[src/rtl/t04_ack_arbiter_if.sv]
// Handshake bundle between datapath, ack arbiter and the memory-mapped targets.
// slave = arbiter side, master = datapath/target side.
interface t04_ack_arbiter_if #(
  parameter int NUM_TGT = 3
) ();
  logic               i_req;
  logic               d_req;
  logic [NUM_TGT-1:0] tgt_sel;
  logic [NUM_TGT-1:0] tgt_done;
  logic [NUM_TGT-1:0] tgt_start;
  logic               i_ack;
  logic               d_ack;
  logic               err;
  logic               busy_o;

  modport slave (
    input  i_req, d_req, tgt_sel, tgt_done,
    output tgt_start, i_ack, d_ack, err, busy_o
  );

  modport master (
    output i_req, d_req, tgt_sel, tgt_done,
    input  tgt_start, i_ack, d_ack, err, busy_o
  );
endinterface

[src/rtl/t04_ack_arbiter.sv]
// Instruction/data ack arbiter: one outstanding transaction, start pulse, single-cycle acks.
// Optional wait timeout with forced error ack is enabled by defining T04_ACK_TIMEOUT_EN.
module t04_ack_arbiter #(
  parameter int NUM_TGT     = 3,
  parameter int TIMEOUT_CYC = 255,
  parameter int CNT_W       = 8
) (
  input  logic             clk,
  input  logic             nrst,
  t04_ack_arbiter_if.slave bus
);
  localparam int IDX_W = (NUM_TGT > 1) ? $clog2(NUM_TGT) : 1;

  localparam logic [1:0] ST_IDLE   = 2'd0;
  localparam logic [1:0] ST_LAUNCH = 2'd1;
  localparam logic [1:0] ST_WAIT   = 2'd2;
  localparam logic [1:0] ST_ACK    = 2'd3;

  // The timeout compare value must be representable in the counter.
  if ((CNT_W < 31) && ((1 << CNT_W) <= TIMEOUT_CYC)) begin : g_cfg_check
    $error("t04_ack_arbiter: CNT_W too small for TIMEOUT_CYC");
  end

  logic [1:0]         state_reg, state_next;
  logic [IDX_W-1:0]   idx_reg, idx_next;
  logic               instr_reg, instr_next;
  logic               err_reg, err_next;
  logic [NUM_TGT-1:0] idx_dec;
  logic [IDX_W-1:0]   sel_idx;
  logic               sel_onehot;
  logic               req_held;
  logic               done_hit;
  logic               timeout_hit;

  // Decoded latched index; gates both the start pulse and the done we listen to.
  for (genvar gi = 0; gi < NUM_TGT; gi++) begin : g_idx_dec
    assign idx_dec[gi] = (idx_reg == IDX_W'(gi));
  end

  assign sel_onehot = ($countones(bus.tgt_sel) == 1);

  always_comb begin
    sel_idx = '0;
    for (int i = 0; i < NUM_TGT; i++) begin
      if (bus.tgt_sel[i]) begin
        sel_idx = IDX_W'(i);
      end
    end
  end

  assign req_held = instr_reg ? bus.i_req : bus.d_req;
  assign done_hit = |(bus.tgt_done & idx_dec);

`ifdef T04_ACK_TIMEOUT_EN
  logic [CNT_W-1:0] cnt_reg;

  // Counts WAIT cycles without done; saturates rather than wrapping.
  always_ff @(posedge clk or negedge nrst) begin
    if (!nrst) begin
      cnt_reg <= '0;
    end else if (state_reg == ST_LAUNCH) begin
      cnt_reg <= '0;
    end else if ((state_reg == ST_WAIT) && !done_hit && (cnt_reg != {CNT_W{1'b1}})) begin
      cnt_reg <= cnt_reg + CNT_W'(1);
    end
  end

  assign timeout_hit = (state_reg == ST_WAIT) && !done_hit &&
                       (cnt_reg == CNT_W'(TIMEOUT_CYC - 1));
`else
  assign timeout_hit = 1'b0;
`endif

  always_comb begin
    state_next = state_reg;
    idx_next   = idx_reg;
    instr_next = instr_reg;
    err_next   = err_reg;
    case (state_reg)
      ST_IDLE: begin
        if (bus.d_req) begin
          instr_next = 1'b0;
          if (sel_onehot) begin
            idx_next   = sel_idx;
            err_next   = 1'b0;
            state_next = ST_LAUNCH;
          end else begin
            // Decode error: acknowledge without touching any target.
            err_next   = 1'b1;
            state_next = ST_ACK;
          end
        end else if (bus.i_req) begin
          instr_next = 1'b1;
          idx_next   = '0;
          err_next   = 1'b0;
          state_next = ST_LAUNCH;
        end
      end
      ST_LAUNCH: begin
        state_next = ST_WAIT;
      end
      ST_WAIT: begin
        if (done_hit) begin
          err_next   = 1'b0;
          state_next = ST_ACK;
        end else if (!req_held) begin
          state_next = ST_IDLE;
        end else if (timeout_hit) begin
          err_next   = 1'b1;
          state_next = ST_ACK;
        end
      end
      ST_ACK: begin
        state_next = ST_IDLE;
      end
      default: begin
        state_next = ST_IDLE;
      end
    endcase
  end

  always_ff @(posedge clk or negedge nrst) begin
    if (!nrst) begin
      state_reg <= ST_IDLE;
      idx_reg   <= '0;
      instr_reg <= 1'b0;
      err_reg   <= 1'b0;
    end else begin
      state_reg <= state_next;
      idx_reg   <= idx_next;
      instr_reg <= instr_next;
      err_reg   <= err_next;
    end
  end

  // Outputs decode straight from state so reset clears them immediately.
  assign bus.tgt_start = (state_reg == ST_LAUNCH) ? idx_dec : '0;
  assign bus.i_ack     = (state_reg == ST_ACK) && instr_reg;
  assign bus.d_ack     = (state_reg == ST_ACK) && !instr_reg;
  assign bus.err       = (state_reg == ST_ACK) && err_reg;
  assign bus.busy_o    = (state_reg != ST_IDLE);
endmodule

[src/flat_wrapper.sv]
// flat-port wrapper written by rule: the top's interface ports become plain ports
module t04_ack_arbiter_flat 
#(
  parameter int NUM_TGT     = 3,
  parameter int TIMEOUT_CYC = 255,
  parameter int CNT_W       = 8
)
  (clk, nrst, bus_i_req, bus_d_req, bus_tgt_sel, bus_tgt_done, bus_tgt_start, bus_i_ack, bus_d_ack, bus_err, bus_busy_o);
  t04_ack_arbiter_if #(.NUM_TGT(NUM_TGT)) bus_i ();
  input  logic clk;
  input  logic nrst;
  input wire logic [$bits(bus_i.i_req)-1:0] bus_i_req;
  input wire logic [$bits(bus_i.d_req)-1:0] bus_d_req;
  input wire logic [$bits(bus_i.tgt_sel)-1:0] bus_tgt_sel;
  input wire logic [$bits(bus_i.tgt_done)-1:0] bus_tgt_done;
  output wire logic [$bits(bus_i.tgt_start)-1:0] bus_tgt_start;
  output wire logic [$bits(bus_i.i_ack)-1:0] bus_i_ack;
  output wire logic [$bits(bus_i.d_ack)-1:0] bus_d_ack;
  output wire logic [$bits(bus_i.err)-1:0] bus_err;
  output wire logic [$bits(bus_i.busy_o)-1:0] bus_busy_o;
  assign bus_i.i_req = bus_i_req;
  assign bus_i.d_req = bus_d_req;
  assign bus_i.tgt_sel = bus_tgt_sel;
  assign bus_i.tgt_done = bus_tgt_done;
  assign bus_tgt_start = bus_i.tgt_start;
  assign bus_i_ack = bus_i.i_ack;
  assign bus_d_ack = bus_i.d_ack;
  assign bus_err = bus_i.err;
  assign bus_busy_o = bus_i.busy_o;
  t04_ack_arbiter #(.NUM_TGT(NUM_TGT), .TIMEOUT_CYC(TIMEOUT_CYC), .CNT_W(CNT_W)) u_core (.clk(clk), .nrst(nrst), .bus(bus_i));
endmodule
[config.mk]
export PLATFORM = sky130hd
export DESIGN_NAME = t04_ack_arbiter_flat
export DESIGN_NICKNAME = d
export VERILOG_FILES = /design/src/rtl/t04_ack_arbiter_if.sv /design/src/rtl/t04_ack_arbiter.sv /design/src/flat_wrapper.sv
export SDC_FILE = /design/constraint.sdc
export NUM_CORES = 1
export LEC_CHECK = 0
export BUFFER_PORTS_ARGS = -buffer_cell sky130_fd_sc_hd__buf_4
export CAP_MARGIN = 10
export CELL_PAD_IN_SITES_DETAIL_PLACEMENT = 2
export CELL_PAD_IN_SITES_GLOBAL_PLACEMENT = 2
export CORE_MARGIN = 5
export CORE_UTILIZATION = 28
export CTS_BUF_LIST = sky130_fd_sc_hd__clkbuf_2 sky130_fd_sc_hd__clkbuf_4 sky130_fd_sc_hd__clkbuf_8
export CTS_CLUSTER_SIZE = 40
export DETAILED_ROUTE_END_ITERATION = 10
export PLACE_DENSITY_LB_ADDON = 0.1
export SLEW_MARGIN = 40
export SYNTH_ARGS = -nofsm -noshare
export SYNTH_HDL_FRONTEND = slang
export SYNTH_SLANG_ARGS = --single-unit
[constraint.sdc]
create_clock -name clk -period 1.45 [get_ports clk]
set_input_delay 0.2175 -clock clk [delete_from_list [all_inputs] [get_ports clk]]
set_output_delay 0.2175 -clock clk [all_outputs]
set_load 0.01 [all_outputs]
==> results of run 1 <==
-- path summary, 6_finish.rpt --
kind | endpoint | slack (ps) | depth (start not counted)
setup / recovery | u_core.idx_reg[0]$_DFFE_PN0P_ | -20 | 8
min in group asynchronous | u_core.err_reg$_DFFE_PN0P_ | 300 | 2
hold / removal | u_core.instr_reg$_DFFE_PN0P_ | 210 | 2
max in group asynchronous | u_core.state_reg[1]$_DFFE_PN0P_ | 1020 | 2
setup reg to reg | u_core.idx_reg[0]$_DFFE_PN0P_ | 150 | 4
hold reg to reg | u_core.err_reg$_DFFE_PN0P_ | 610 | 2
-- metrics by stage --
stage | power [W] | area, sq um | std cells | setup slack, ps
2_1_floorplan | 0.0007817 | 511.7 | 48 | -193.1
3_3_place_gp | 0.001011 | 676.9 | 83 | -395.3
3_5_place_dp | 0.001042 | 676.9 | 83 | -471.7
4_1_cts | 0.001258 | 745.7 | 88 | -39.19
5_1_grt | 0.001392 | 765.7 | 88 | -42.16
6_report | 0.001281 | 765.7 | 88 | -23.06
-- routing by layer --
layer | global-route usage (%) | vias up | wire (um)
met3 | 2.367 | 2 | 108
met2 | 19.42 | 19 | 678
li1 | - | 221 | -
met1 | 14.59 | 221 | 648
met4 | 8.936 | 0 | 27
met5 | 0 | - | 0
-- cell usage in the layout, fill, tap and decap left out, drive strengths merged, types with 2 or more instances in the layout --
cell type / netlist / final
nor4bb: 2 / 2
ha: 3 / 3
and3: 2 / 2
o211ai: 2 / 2
a21oi: 3 / 3
nor2: 2 / 2
buf: 2 / 23
o21ai: 2 / 2
nand2: 4 / 4
clkbuf: 1 / 3
mux2i: 2 / 2
o31ai: 2 / 2
a22o: 2 / 2
inv: 5 / 5
dfrtp: 6 / 6
-- repair_timing --
action	in CTS	in global routing
hold buffers	1	0
pin swaps	7	5
hold endpoints to repair	6	0
setup buffers	1	0
gates resized for setup	11	7
endpoints found under the setup margin	5	6
-- power breakdown --
part           internal (W)  switching (W)  leakage [nW]
Combinational      0.000369       0.000292         0.264
Sequential         0.000267       0.000178        0.0676
Clock             0.0000951      0.0000807        0.0138
-- cell families (layout without fill, tap and decap cells) --
kind of cell	count (synthesis)	in the layout	synth area share (%)
muxes	2	2	4.336
DFF	6	6	32.52
adders and majority gates	4	4	12.47
buffers and inverters	8	32	7.046
AOI/OAI and AO/OA	14	14	23.58
and+or+nand+nor	14	14	20.05
-- cell type report --
class	instances	area (sq um)
Clock buffer	3	22.52
Sequential cell	6	155.1
Multi-Input combinational cell	34	345.3
Tap cell	16	20.02
Fill cell	169	775.7
Inverter	5	21.27
Timing Repair Buffer	24	201.4
==> summary.md, run 1 <==
| Metric | Value |
|---|---|
| Status | `complete, but fails checks` |
| Failing checks | `setup timing` |
| Hold Crit Start | `bus_d_req` |
| Grt ovf | `0` |
| Final setup margin | `-23.06 ps` |
| Vias in the first global route | `502` |
| Dominant cell type by area after synthesis | `dfrtp_1` |
| # setup viols final | `2` |
| Routed Wire Length | `1.462 mm` |
| Cell count after synthesis | `48` |
| EDFF count, synth | `0` |
| GR Util All Layers | `12.30%` |
| N_diodes | `0` |
| Largest stage delay, worst path | `430 ps` |
| FF-to-FF Start | `u_core.state_reg[0]$_DFFE_PN0P_` |
| Hold_ws | `205.7 ps` |
| Vert. Die Dim | `50.61 um` |
| Max-Cap Viols | `0` |
| PD cells | `1673 mW/mm^2` |
| Cts bufs inserted | `3` |
| Synth Warn # | `0` |
| Final Max Slew Viols | `0` |
| Util after Layout | `49.68%` |
| Avg Inst Size Synth | `9.619 sq um` |
| H-tree Lvls | `1` |
| IO Pins | `17` |
| Clk_lat worst skew | `260 ps` |
| Critical path buffer and inverter count | `1` |
| Worst-path fanout max | `6` |
| DR pass1 iterations | `2` |
| Core Region | `0.001541 sq mm` |
| Largest net degree at the start of global routing | `10` |
| FP Rows | `14` |
| Async set-reset flop share out of synthesis | `100.0%` |
| Yosys cell types | `25` |
| Area grow syn2layout | `65.85%` |
| RSZ-0062 raised after global routing | `true` |
| Post-DR wirelength/cell | `16.61 um` |
| Minimum clock period | `1473 ps` |
| Fin. Hold Viols | `0` |
| First-pass GRT wire length | `2.325 mm` |
| CP Launch Type | `primary input` |
| Kind of end point of the critical path | `register` |
| Vias | `463` |
| Worst EP arrival | `1620 ps` |
| Slew HR | `79.91%` |
| CP startpoint | `bus_tgt_sel[1]` |
| CTS Sinks | `6` |
| Reg clk slew, reported paths | `60 ps` |
| Bufs on Longest Clock Path | `2` |
| Detail Route Antenna Nets | `0` |
| Most frequent CP cell | `ha_4` |
| Top cells by count, synth | `dfrtp_1, inv_1, nand2_1` |
| Synth area leaders | `dfrtp_1, ha_1, fa_1` |
| Slew at the pin with the worst max-slew slack | `301.4 ps` |
| Mapped cell area | `461.7 sq um` |
| Top-count cell post-synth | `dfrtp_1` |
| Synthesis-stage register bit count | `6` |
| Number of remaining DRC errors | `0` |
| Synth Flop Type | `dfrtp_1` |
| VDD IR max | `0.7549 mV` |
| Post-synthesis sequential area ratio | `32.52%` |
| Tcrit/Tclk final | `101.6%` |
| Via density | `5.261` |
| Hold Path Class | `in -> reg` |
| Die extent in x | `50.61 um` |
| CP Data Required Time | `1600 ps` |
| Critical Path, Cell by Cell | `buf_8 > ha_4 > ha_4 > ha_4 > or3b_4 > nand2_2 > o41ai_2 > a22o_1` |
| DRT iter0 DRCs | `4` |
| FMAX | `678.9 MHz` |
| Initial antenna violation count | `0` |
| CTS tree | `built` |
| Detail Placement HPWL | `1.094 mm` |
| Clock skew | `1.587 ps` |
| Share of cells above drive strength 1 | `63.89%` |
| Initial Util | `29.95%` |
| Die area | `0.002561 sq mm` |
| Crit path max-delay family | `adder cells` |
| GP Congestion | `0.6294` |
| Clk root buf | `clkbuf_4` |
| # port buffers | `16` |
| Final Net Count | `88` |
| Crit path kind | `in -> reg` |
| Top cell type's share of synthesized area | `32.52%` |
| Syn nets | `62` |
| LEAKAGE | `0.3453 nW` |
| Final setup TNS | `-45.88 ps` |
| CP max stage cell | `or3b_4` |
Note: power is estimated with default switching activity, not from simulation.
==> run 2: changes to the inputs <==
Settings changed: CORE_UTILIZATION 28 to 31.
Clock period 1.45 ns to 1.89 ns, I/O delays scaled along.
==> run 2 against run 1 <==
  * The run now ends clean
  * Die area down 7.8%
  * Final area down 18%
  * Worst setup slack better by 170 ps
  * Largest power group unchanged
==> summary.md, run 2 (synthesis gave the netlist of run 1 again) <==
| Metric | Value |
|---|---|
| Status | `completed` |
| Most common cell after layout, fill and taps aside | `buf_4` |
| Final Net Count | `82 (-6.8%)` |
| Worst-path fanout max | `6 (unchanged)` |
| FP Rows | `14 (unchanged)` |
| CTS Sinks | `6 (unchanged)` |
| Vert. Die Dim | `48.59 um (-4.0%)` |
| Initial antenna violation count | `0 (unchanged)` |
| # setup viols final | `0 (-2)` |
| Grt ovf | `0 (unchanged)` |
| Max-Cap Viols | `0 (unchanged)` |
| Kind of end point of the critical path | `register` |
| CP Data Required Time | `2010 ps (+410 ps)` |
| DR pass1 iterations | `2 (unchanged)` |
| Vias in the first global route | `499 (-0.60%)` |
| VDD IR max | `0.4520 mV (-40%)` |
| Core Region | `0.001454 sq mm (-5.7%)` |
| Largest net degree at the start of global routing | `12 (+2)` |
| Final Max Slew Viols | `0 (unchanged)` |
| FF-to-FF path depth | `4 (unchanged)` |
| Bufs on Longest Clock Path | `2 (unchanged)` |
| GP Congestion | `0.6557 (+4.2%)` |
| Post-DR wirelength/cell | `15.82 um (-4.8%)` |
| LEAKAGE | `0.3146 nW (-8.9%)` |
| N_diodes | `0 (unchanged)` |
| Number of remaining DRC errors | `0 (unchanged)` |
| PD cells | `1383 mW/mm^2 (-17%)` |
| Placed Cells | `78 (-6.0%)` |
| FF/Latch Area | `150.1 sq um (-3.2%)` |
| RSZ-0062 raised after global routing | `false` |
| Worst path depth | `8 (unchanged)` |
| Tcrit/Tclk final | `92.34%` |
| Vias | `438 (-5.4%)` |
| Cts bufs inserted | `3 (unchanged)` |
| Largest stage delay, worst path | `450 ps (+20 ps)` |
| Via density | `5.341 (+1.5%)` |
| Fill count | `174 (+3.0%)` |
| Initial Util | `31.76% (+1.8 points)` |
| Worst EP arrival | `1870 ps (+250 ps)` |
| Worst reg-to-reg setup slack | `510 ps (+360 ps)` |
| Slew HR | `74.17% (-5.7 points)` |
| Pint | `0.0004877 W (-33%)` |
| Fin. Hold Viols | `0 (unchanged)` |
| Routed Wire Length | `1.297 mm (-11%)` |
| Sequential Power Share | `38.4% (+3.7 points)` |
| Clk_lat worst skew | `240 ps (-20 ps)` |
| H-tree Lvls | `1 (unchanged)` |
| Placed Area | `595.6 sq um (-12%)` |
| Crit path max-delay family | `adder cells` |
| Die area | `0.002361 sq mm (-7.8%)` |
| Sw frac | `43.84% (+0.86 points)` |
| Die extent in x | `48.59 um (-4.0%)` |
| Critical path buffer and inverter count | `1 (unchanged)` |
| CP Launch Type | `primary input` |
| IO Pins | `17 (unchanged)` |
| Clock power share | `13.4% (-0.3 points)` |
| CTS tree | `built` |
| DRT iter0 DRCs | `1 (-3)` |
| First-pass GRT wire length | `2.311 mm (-0.60%)` |
| Minimum clock period | `1745 ps` |
| Share of cells above drive strength 1 | `34.85% (-29 points)` |
| Critical Path, Cell by Cell | `buf_4 > ha_1 > ha_1 > ha_1 > or3b_1 > nand2_1 > o41ai_2 > a22o_1` |
| Area grow syn2layout | `36.04%` |
| # port buffers | `16 (unchanged)` |
| Overall Power | `0.0008685 W (-32%)` |
| Most frequent cells in the layout | `buf_4, dfrtp_1, inv_1` |
| Detail Placement HPWL | `989.7 um (-9.5%)` |
| Crit path kind | `in -> reg` |
| Final setup TNS | `0 ps (+45.88 ps)` |
| Detail Route Antenna Nets | `0 (unchanged)` |
| Reg clk slew, reported paths | `50 ps (about the same)` |
| Fin cells | `82 (-6.8%)` |
| Util after Layout | `43.20% (-6.5 points)` |
| Multi-input gate area | `279.0 sq um (-19%)` |
| Hold Path Class | `in -> reg` |
| Post-CTS setup buffers | `0 (-1)` |
| Sw power | `0.0003808 W (-31%)` |
| FMAX | `573.0 MHz` |
| Clock skew | `2.251 ps (+0.6638 ps)` |
| GR Util All Layers | `11.99% (-0.30 points)` |
| Post-route cell area | `628.1 sq um (-18%)` |
| CP max stage cell | `or3b_1` |
| Most frequent CP cell | `ha_1` |
| Clk root buf | `clkbuf_4` |
| Slew at the pin with the worst max-slew slack | `387.4 ps (+86.03 ps)` |
| Worst Hold Path Cells | `2 (unchanged)` |
| Combinational share of power | `48.2% (-3.3 points)` |
[run 2: changes by cell type in the layout (fill, tap and decap cells not counted), sizes merged]
cell / previous run / this run
buf: 23 / 17
[run 2: stage by stage]
step | hold WS, ps | worst slack, ps
6_report | 277.5 | 144.8
5_1_grt | 271.7 | 56.65
4_1_cts | 268.2 | 140.5
3_5_place_dp | 93.83 | -104.1
3_3_place_gp | 93.80 | -68.79
2_1_floorplan | -12.09 | 104.9
[run 2: cell type report]
cell class | count | area share, %
Timing Repair Buffer | 18 | 21.91
Tap cell | 16 | 3.187
Inverter | 5 | 2.988
Sequential cell | 6 | 23.90
Clock buffer | 3 | 3.586
Multi-Input combinational cell | 34 | 44.42
[run 2: final timing paths]
path                                                  from                              end
min in group asynchronous                             nrst  u_core.state_reg[0]$_DFFE_PN0P_
setup reg to reg           u_core.state_reg[0]$_DFFE_PN0P_    u_core.idx_reg[0]$_DFFE_PN0P_
hold / removal                                   bus_d_req     u_core.instr_reg$_DFFE_PN0P_
setup / recovery                            bus_tgt_sel[0]    u_core.idx_reg[0]$_DFFE_PN0P_
max in group asynchronous                             nrst    u_core.idx_reg[1]$_DFFE_PN0P_
hold reg to reg               u_core.instr_reg$_DFFE_PN0P_     u_core.instr_reg$_DFFE_PN0P_
[run 2: power by group through the flow]
| stage | sequential, W | clock (W) | combinational, W |
|---|---|---|---|
| 6_report | 0.000334 | 0.000116 | 0.000419 |
| 5_1_grt | 0.000350 | 0.000135 | 0.000460 |
| 4_1_cts | 0.000333 | 0.000125 | 0.000427 |
| 3_5_place_dp | 0.000336 | 0 | 0.000413 |
| 3_3_place_gp | 0.000334 | 0 | 0.000400 |
| 2_1_floorplan | 0.000252 | 0 | 0.000330 |
[run 2: what timing repair did]
item	in CTS	in global routing
gates resized for setup	0	0
hold endpoints to repair	6	0
hold buffers	1	0
[run 2: routing by layer]
| layer | wire length (um) | part of all wire, % | track usage (%) |
|---|---|---|---|
| met1 | 558 | 43 | 14.63 |
| met4 | 0 | 0 | 5.381 |
| met2 | 698 | 54 | 20.00 |
| met5 | 0 | 0 | 0 |
| met3 | 40 | 3.1 | 2.454 |
==> run 3: changes to the inputs <==
Settings changed: CELL_PAD_IN_SITES_DETAIL_PLACEMENT 2 to 1, CELL_PAD_IN_SITES_GLOBAL_PLACEMENT 2 to 1, CORE_AREA set to 5 5 42 44, CORE_MARGIN 5 to unset, CORE_UTILIZATION 31 to unset, DIE_AREA set to 0 0 47 49, REMOVE_ABC_BUFFERS set to 1.
==> run 3 against run 2 <==
  * Final area is the same
  * Sequential power shrank 3%
  * First-iteration DRC count grew 100%
  * Combinational power shrank 4%
  * Hold slack lost 3.3 ps
  * Wire length shrank 12%
  * Clock-buffer cell count is the same
  * Die area shrank 2.5%
  * Critical path type unchanged
  * Largest cell class unchanged
  * Largest power group unchanged
  * Highest routed layer unchanged
==> summary.md, run 3 (synthesis gave the netlist of run 1 again) <==
| Metric | Value |
|---|---|
| Critical Path, Cell by Cell | `buf_4 > ha_1 > ha_1 > ha_1 > or3b_1 > nand2_1 > o41ai_2 > a22o_1` |
| Crit path kind | `in -> reg` |
| Vert. Die Dim | `49 um (+0.84%)` |
| Kind of end point of the critical path | `register` |
| Worst EP arrival | `1830 ps (-40 ps)` |
| Final setup margin | `183.8 ps (+39.00 ps)` |
| IO Pins | `17 (unchanged)` |
| VDD IR max | `0.4643 mV (+2.7%)` |
| Final setup TNS | `0 ps (unchanged)` |
| Final Net Count | `82 (unchanged)` |
| Vias | `426 (-2.7%)` |
| GP Congestion | `0.7034 (+7.3%)` |
| H-tree Lvls | `1 (unchanged)` |
| Bufs on Longest Clock Path | `2 (unchanged)` |
| Clk_lat worst skew | `240 ps (about the same)` |
| Initial Util | `32.95% (+1.2 points)` |
| Status | `completed` |
| Die area | `0.002303 sq mm (-2.5%)` |
| Hold_ws | `274.2 ps (-3.282 ps)` |
| Initial antenna violation count | `0 (unchanged)` |
| GR Util All Layers | `11.10% (-0.89 points)` |
| Post-route cell area | `628.1 sq um (unchanged)` |
| Most frequent cells in the layout | `buf_4, dfrtp_1, inv_1` |
| Reg clk slew, reported paths | `50 ps (about the same)` |
| Worst-path fanout max | `6 (unchanged)` |
| First-pass GRT wire length | `1.904 mm (-18%)` |
| FP Rows | `14 (unchanged)` |
| DRT iter0 DRCs | `2 (+1)` |
| DR pass1 iterations | `3 (+1)` |
| Placed Area | `595.6 sq um (unchanged)` |
| Routed Wire Length | `1.144 mm (-12%)` |
| CP Launch Type | `primary input` |
| CP Data Required Time | `2020 ps (about the same)` |
| Post-place setup slack | `-90.91 ps (+13.16 ps)` |
| LEAKAGE | `0.3146 nW (unchanged)` |
| Largest net degree at the start of global routing | `12 (unchanged)` |
| Most frequent CP cell | `ha_1` |
| Cts bufs inserted | `3 (unchanged)` |
| RSZ-0062 raised after global routing | `false` |
| Fin cells | `82 (unchanged)` |
| Slew HR | `75.77% (+1.6 points)` |
| Die extent in x | `47 um (-3.3%)` |
| Hold Path Class | `in -> reg` |
| Clk root buf | `clkbuf_4` |
| Number of remaining DRC errors | `0 (unchanged)` |
| CP max stage cell | `or3b_1` |
| Grt ovf | `0 (unchanged)` |
| N_diodes | `0 (unchanged)` |
| Clock skew | `0.6855 ps (-1.565 ps)` |
| # setup viols final | `0 (unchanged)` |
| Max-Cap Viols | `0 (unchanged)` |
| # port buffers | `16 (unchanged)` |
| CTS tree | `built` |
| Crit path max-delay family | `adder cells` |
| Detail Placement HPWL | `929.4 um (-6.1%)` |
| Placed Cells | `78 (unchanged)` |
| Most common cell after layout, fill and taps aside | `buf_4` |
| Largest stage delay, worst path | `450 ps (about the same)` |
| CTS Sinks | `6 (unchanged)` |
| Fill count | `173 (-0.57%)` |
| Minimum clock period | `1706 ps (-39.00 ps)` |
| FMAX | `586.1 MHz (+2.3%)` |
| Critical path buffer and inverter count | `1 (unchanged)` |
| PD cells | `1347 mW/mm^2 (-2.6%)` |
| Core Region | `0.001401 sq mm (-3.6%)` |
| Via density | `5.195 (-2.7%)` |
| Post-DR wirelength/cell | `13.95 um (-12%)` |
| Slew at the pin with the worst max-slew slack | `363.5 ps (-23.90 ps)` |
| Final Max Slew Viols | `0 (unchanged)` |
| Vias in the first global route | `447 (-10%)` |
| Tcrit/Tclk final | `90.28% (-2.1 points)` |
| Share of cells above drive strength 1 | `34.85% (unchanged)` |
| Area grow syn2layout | `36.04% (unchanged)` |
| Detail Route Antenna Nets | `0 (unchanged)` |
| Fin. Hold Viols | `0 (unchanged)` |
run 3: final cells by class:
type | instances | area [sq um] | share of cell area [%]
flip-flops and latches | 6 | 150.1 | 23.90
well taps | 16 | 20.02 | 3.187
inverters | 5 | 18.77 | 2.988
clock buffers | 3 | 22.52 | 3.586
multi-input cells | 34 | 279.0 | 44.42
repair buffers | 18 | 137.6 | 21.91
run 3: worst register-to-register path, cell delays in order, from the launching register on:
cell	delay (ps)
dfrtp_1	500
nor2_4	210
o21ai_2	130
o41ai_2	280
a22o_1	160
run 3: path summary, 6_finish.rpt:
check / start / slack [ps] / endpoint / cells past startpoint
worst max-delay path: bus_tgt_sel[0] / 180 / u_core.idx_reg[0]$_DFFE_PN0P_ / 8
worst min-delay path: bus_d_req / 270 / u_core.instr_reg$_DFFE_PN0P_ / 2
worst max register to register: u_core.state_reg[0]$_DFFE_PN0P_ / 540 / u_core.idx_reg[0]$_DFFE_PN0P_ / 4
worst min register to register: u_core.err_reg$_DFFE_PN0P_ / 580 / u_core.err_reg$_DFFE_PN0P_ / 2
max in group asynchronous: nrst / 1390 / u_core.idx_reg[0]$_DFFE_PN0P_ / 2
min in group asynchronous: nrst / 390 / u_core.err_reg$_DFFE_PN0P_ / 2
run 3: per-stage QoR:
step / util, % / total power [W]
floorplan: - / 0.0005650
global placement: 42.50 / 0.0007258
detailed placement: 42.50 / 0.0007337
CTS: 44.82 / 0.0008582
global route: 44.82 / 0.0009161
finish: 44.82 / 0.0008461
run 3: per-layer routing:
metal	up-vias	part of all wire [%]	GRT usage, %
met5	-	0	0
met4	0	0	2.765
met3	0	4.9	3.321
met2	8	52	17.65
met1	206	43	14.25
li1	212	-	-
run 3: where the power goes:
part | total [W] | switching, W | internal (W)
registers | 0.000325 | 0.000130 | 0.000195
clock network | 0.000120 | 0.0000476 | 0.0000720
logic | 0.000402 | 0.000181 | 0.000220
run 3: repair_timing:
| item | CTS | global route |
|---|---|---|
| hold buffers | 1 | 0 |
| gates resized for setup | 0 | 0 |
| endpoints found under the hold margin | 6 | 0 |
| setup buffers | 0 | 0 |
